--- config.mk ---
export PLATFORM = sky130hd
export DESIGN_NAME = seq_mult_param
export DESIGN_NICKNAME = d
export VERILOG_FILES = /design/src/rtl/seq_mult_param.sv
export SDC_FILE = /design/constraint.sdc
export NUM_CORES = 1
export LEC_CHECK = 0
export ABC_AREA = 1
export BUFFER_PORTS_ARGS = -buffer_cell sky130_fd_sc_hd__buf_2
export CORE_ASPECT_RATIO = 1.25
export CORE_MARGIN = 2
export CORE_UTILIZATION = 30
export CTS_CLUSTER_DIAMETER = 150
export DETAILED_ROUTE_END_ITERATION = 8
export PLACE_DENSITY = 0.55
export SLEW_MARGIN = 15
export SYNTH_ARGS = -nofsm -noshare
export SYNTH_HDL_FRONTEND = slang
export SYNTH_SLANG_ARGS = --single-unit
--- constraint.sdc ---
create_clock -name clk -period 2.9 [get_ports clk]
set_input_delay 0.145 -clock clk [delete_from_list [all_inputs] [get_ports clk]]
set_output_delay 0.145 -clock clk [all_outputs]
set_load 0.02 [all_outputs]
--- src/rtl/seq_mult_param.sv ---
// Sequential shift-add multiplier with start/done handshake.
// One multiplier bit is consumed per cycle; signed operation is done on
// magnitudes with the sign restored in a final FIX cycle.
module seq_mult_param #(
  parameter int unsigned WIDTH = 16
) (
  input  logic                 clk,
  input  logic                 rst,
  input  logic                 start,
  input  logic                 signed_mode,
  input  logic [WIDTH-1:0]     a_in,
  input  logic [WIDTH-1:0]     b_in,
  output logic                 busy,
  output logic                 done,
  output logic [2*WIDTH-1:0]   product
);

  localparam int unsigned PW = 2 * WIDTH;
  localparam int unsigned CW = (WIDTH > 1) ? $clog2(WIDTH) : 1;
  localparam logic [CW-1:0] CNT_LAST = CW'(WIDTH - 1);

  typedef enum logic [1:0] {
    S_IDLE,
    S_RUN,
    S_FIX
  } state_e;

  state_e            state_q, state_d;
  logic [CW-1:0]     cnt_q, cnt_d;
  logic [WIDTH-1:0]  mag_a_q, mag_a_d;
  logic [WIDTH-1:0]  mag_b_q, mag_b_d;
  logic              neg_q, neg_d;
  logic [PW-1:0]     acc_q, acc_d;
  logic [PW-1:0]     product_q, product_d;
  logic              busy_q, busy_d;
  logic              done_q, done_d;

  logic [WIDTH-1:0]  abs_a, abs_b;
  logic [PW-1:0]     partial;

  // Operand magnitudes; the most-negative value maps to 2^(WIDTH-1), which
  // still fits because the magnitude is treated as unsigned.
  always_comb begin
    abs_a = (signed_mode && a_in[WIDTH-1]) ? (~a_in) + WIDTH'(1) : a_in;
    abs_b = (signed_mode && b_in[WIDTH-1]) ? (~b_in) + WIDTH'(1) : b_in;
    partial = {{WIDTH{1'b0}}, mag_a_q} << cnt_q;
  end

  // Next-state and datapath updates for IDLE / RUN / FIX.
  always_comb begin
    // NOTE: every variable gets a default first so no path leaves it unassigned (no latches).
    state_d   = state_q;
    cnt_d     = cnt_q;
    mag_a_d   = mag_a_q;
    mag_b_d   = mag_b_q;
    neg_d     = neg_q;
    acc_d     = acc_q;
    product_d = product_q;
    busy_d    = busy_q;
    done_d    = 1'b0;

    case (state_q)
      S_IDLE: begin
        if (start) begin
          mag_a_d = abs_a;
          mag_b_d = abs_b;
          neg_d   = signed_mode & (a_in[WIDTH-1] ^ b_in[WIDTH-1]);
          cnt_d   = '0;
          acc_d   = '0;
          busy_d  = 1'b1;
          state_d = S_RUN;
        end
      end
      S_RUN: begin
        if (mag_b_q[cnt_q]) acc_d = acc_q + partial;
        cnt_d = cnt_q + CW'(1);
        if (cnt_q == CNT_LAST) state_d = S_FIX;
      end
      S_FIX: begin
        // Negating zero yields zero, so neg with a zero magnitude is harmless.
        product_d = neg_q ? (~acc_q) + PW'(1) : acc_q;
        done_d    = 1'b1;
        busy_d    = 1'b0;
        state_d   = S_IDLE;
      end
      default: state_d = S_IDLE;
    endcase
  end

  // State register with synchronous reset; reset discards any in-flight operation.
  always_ff @(posedge clk) begin
    // NOTE: sequential state uses non-blocking assignments so all registers update together.
    if (rst) begin
      state_q   <= S_IDLE;
      cnt_q     <= '0;
      mag_a_q   <= '0;
      mag_b_q   <= '0;
      neg_q     <= 1'b0;
      acc_q     <= '0;
      product_q <= '0;
      busy_q    <= 1'b0;
      done_q    <= 1'b0;
    end else begin
      state_q   <= state_d;
      cnt_q     <= cnt_d;
      mag_a_q   <= mag_a_d;
      mag_b_q   <= mag_b_d;
      neg_q     <= neg_d;
      acc_q     <= acc_d;
      product_q <= product_d;
      busy_q    <= busy_d;
      done_q    <= done_d;
    end
  end

  assign busy    = busy_q;
  assign done    = done_q;
  assign product = product_q;

endmodule

==> results.sh <==
export IMPL_maxCapViolations=0
export IMPL_synth_seq_cells=105
export IMPL_syn_area_sq_um=8610
export IMPL_grt_max_degree=46
export IMPL_synth_warnings=0
export IMPL_dp_cells=1978
export IMPL_multi_input_area_sq_um=6030
export IMPL_grt_busiest_layer="met2"
export IMPL_p_leak_uw=0.00545
export IMPL_synthXorXnorAreaFrac_pct=1.73
export IMPL_place_gp_congestion=0.907
export IMPL_drtPass1Iterations=6
export IMPL_fin_crit_ns=2.81
export IMPL_port_buffer_count=69
export IMPL_finalMaxSlewViolations=0
export IMPL_hold_buffers=0
export IMPL_grt_pass1_wl_microns=45000
export IMPL_grt_use_met3_pct=2.13
export IMPL_avgViaCountPerCell=4.79
export IMPL_p_per_area_nw_per_um2=374
export IMPL_worst_ep_required_time_ns=3.21
export IMPL_min_path_type="in2reg"
export IMPL_path_clk_slew_ns=0.09
export IMPL_cp_common_cell="nand2_1"
export IMPL_synthCells=1501
export IMPL_max_stage_delay_ns=0.40
export IMPL_ir_drop_v=0.000257
export IMPL_antennaDiodeCount=0
export IMPL_grt_overflow=0
export IMPL_fmax_mhz=355
export IMPL_antenna_found_initial=0
export IMPL_grtUsageTotal_pct=18.7
export IMPL_fin_cells=2016
export IMPL_drive_gt1_share_pct=22.3
export IMPL_synth_mux_area_share_pct=0
export IMPL_grt_pass1_vias=9034
export IMPL_place_ws_ns=-0.157
export IMPL_dieArea_sq_um=30100
export IMPL_drc=0
export IMPL_clock_path_buffers=2
export IMPL_use_met2_pct=34.5
export IMPL_cp_end_kind="flop"
export IMPL_skew_ns=0.0168
export IMPL_ys_types=48
export IMPL_cp_arrival_ns=3.13
export IMPL_via_count=9659
export IMPL_setup_ws_ns=0.0867
export IMPL_wl_microns=28700
export IMPL_htree_levels=3
export IMPL_synth_top_family_by_area="simple AND/OR/NAND/NOR gates"
export IMPL_seq_area_frac_synth_pct=24.4
export IMPL_clock_sinks=105
export IMPL_crit_slowest_cell="dfxtp_4"
export IMPL_synthSimpleGateAreaFrac_pct=40.0
export IMPL_yosysTopAreaCell="dfxtp_1"
export IMPL_fillers=3132
export IMPL_syn_nets=1573
export IMPL_status="completed"
export IMPL_tns_ns=0
export IMPL_crit_chain="buf_12 > nand2_1 > nand2_1 > inv_1 > o21ai_2 > nand2_1 > o21ai_2 > buf_4 > nand2_1 > o21ai_1 > buf_4 > ha_4 > nand2_4 > buf_4 > nor2_4 > and2_4 > and2_1 > nand2_1 > nand3_1 > nand3_1 > a21oi_2"
export IMPL_numCtsBuffers=9
export IMPL_grt_util_met1_pct=21.9
export IMPL_synth_top_area_share_pct=24.4
export IMPL_dp_hpwl_microns=22900
export IMPL_fin_util_pct=39.1
export IMPL_finalHoldViolations=0
export IMPL_setup_viol=0
export IMPL_cts_tree="built"
export IMPL_nets=1728
export IMPL_ios=70
export IMPL_cp_start_kind="flop"
export IMPL_crit_type="reg2reg"
export IMPL_wl_per_cell_microns=14.2
export IMPL_period_share_pct=97.0
export IMPL_ff_latch_area_sq_um=2110
export IMPL_postRouteAntennaNets=0
export IMPL_initialDrtViolationCount=480
export IMPL_area_growth_pct=28.7
export IMPL_synthAdderAreaFrac_pct=5.32
export IMPL_postLayoutCellArea_sq_um=11100
export IMPL_clk_latency_ns=0.37
export IMPL_die_h_microns=193
export IMPL_avgSynthCellArea_sq_um=5.73
export IMPL_core_sq_um=28300
export IMPL_worst_pin_slew_ns=0.690
export IMPL_rsz0062_at_grt="yes"
export IMPL_synth_area_top_cells="dfxtp_1 24%, nand2_1 21%, inv_1 9.2%, o21ai_0 7.3%, nor2_1 7.1%"
export IMPL_synth_compound_area_share_pct=16.4
export IMPL_start_util_pct=30.4
export IMPL_cts_root_buf="clkbuf_16"
export IMPL_die_width_microns=155
export IMPL_std_cell_rows=69
export IMPL_max_slew_margin_rel_pct=54.0
export IMPL_placed_area_sq_um=9990
export IMPL_crit_fanout=6
state kept, by name, summed over array words and instances, names as in the netlist:
signal,flops
mag_b_q,16
done,1
busy,1
acc_q,32
cnt_q,4
neg_q,1
mag_a_q,16
state_q,2
product,32
final cells by class:
| class | count | share of cell area (%) |
|---|---|---|
| Sequential cell | 105 | 19.0 |
| Inverter | 214 | 7.31 |
| Clock buffer | 10 | 2.16 |
| Multi-Input combinational cell | 1131 | 54.5 |
| Clock inverter | 6 | 0.542 |
| Timing Repair Buffer | 195 | 12.5 |
| Tap cell | 355 | 4.01 |
what timing repair did:
item	CTS	global route
buffers inserted	3	17
pin swaps	2	36
setup endpoints to repair	20	26
gates cloned	0	2
gates resized for setup	19	168
stage by stage:
step / total power, uW / hold slack (ns)
after detailed placement: 2720 / 0.435
after floorplan: 2300 / 0.323
after global routing: 4400 / 0.0967
final: 4150 / 0.0835
after CTS: 4030 / 0.0779
after global placement: 2710 / 0.436
worst paths after layout:
check                    from     endpoint  slack [ns]  depth (start not counted)
setup / recovery     cnt_q[0]    acc_q[29]        0.09                         21
hold / removal        b_in[0]   mag_b_q[0]        0.08                          3
setup reg to reg     cnt_q[0]    acc_q[29]        0.09                         21
hold reg to reg   product[26]  product[26]        0.45                          2
power breakdown:
part,internal (uW),switching [uW],leakage [uW]
Combinational,520,761,0.00446
Clock,627,652,0.000140
Sequential,1510,78.3,0.000857
per-layer routing:
metal / part of all wire (%) / up-vias
li1: - / 5100
met1: 43 / 4323
met2: 50 / 186
met3: 3.0 / 50
met4: 3.7 / 0
met5: 0 / -
cells in the mapped netlist, drive strengths merged:
cell,count
o21bai,3
a21oi,88
a32o,6
nand4,13
o21a,2
xnor2,8
nor2,163
nand3,103
dfxtp,105
and3,3
a22o,1
or2,11
a22oi,1
nor4,7
o41ai,1
nand3b,8
o22ai,2
a221oi,1
nand2,502
clkbuf,28
inv,214
and2,5
o21ai,129
fa,1
ha,35
a31o,1
buf,23
a21o,3
a21boi,1
o31ai,2
o221ai,7
a31oi,1
nor3,13
xor2,9
nor3b,1
placed cells by master (no fill, tap or decap), types with 36 or more instances in the layout:
cell,count
a21oi_1,70
buf_2,69
buf_4,119
dfxtp_1,104
inv_1,208
nand2_1,468
nand3_1,97
nor2_1,141
o21ai_0,71
o21ai_2,36
critical path: cells and delay by family, from the launching register on:
kind / cells / cell delay, ns
and+or+nand+nor: 11 / 1.00
buffers and inverters: 5 / 0.67
DFF: 1 / 0.40
AOI/OAI and AO/OA: 4 / 0.36
adders and majority gates: 1 / 0.31
cell families (layout without fill, tap and decap cells):
kind of cell | Yosys count | in the layout
simple gates | 829 | 829
compound gates | 249 | 249
flops | 105 | 105
buf+inv | 265 | 425
fa+ha+maj | 36 | 36
xor+xnor | 17 | 17
Power figures use the tool's default switching activity.
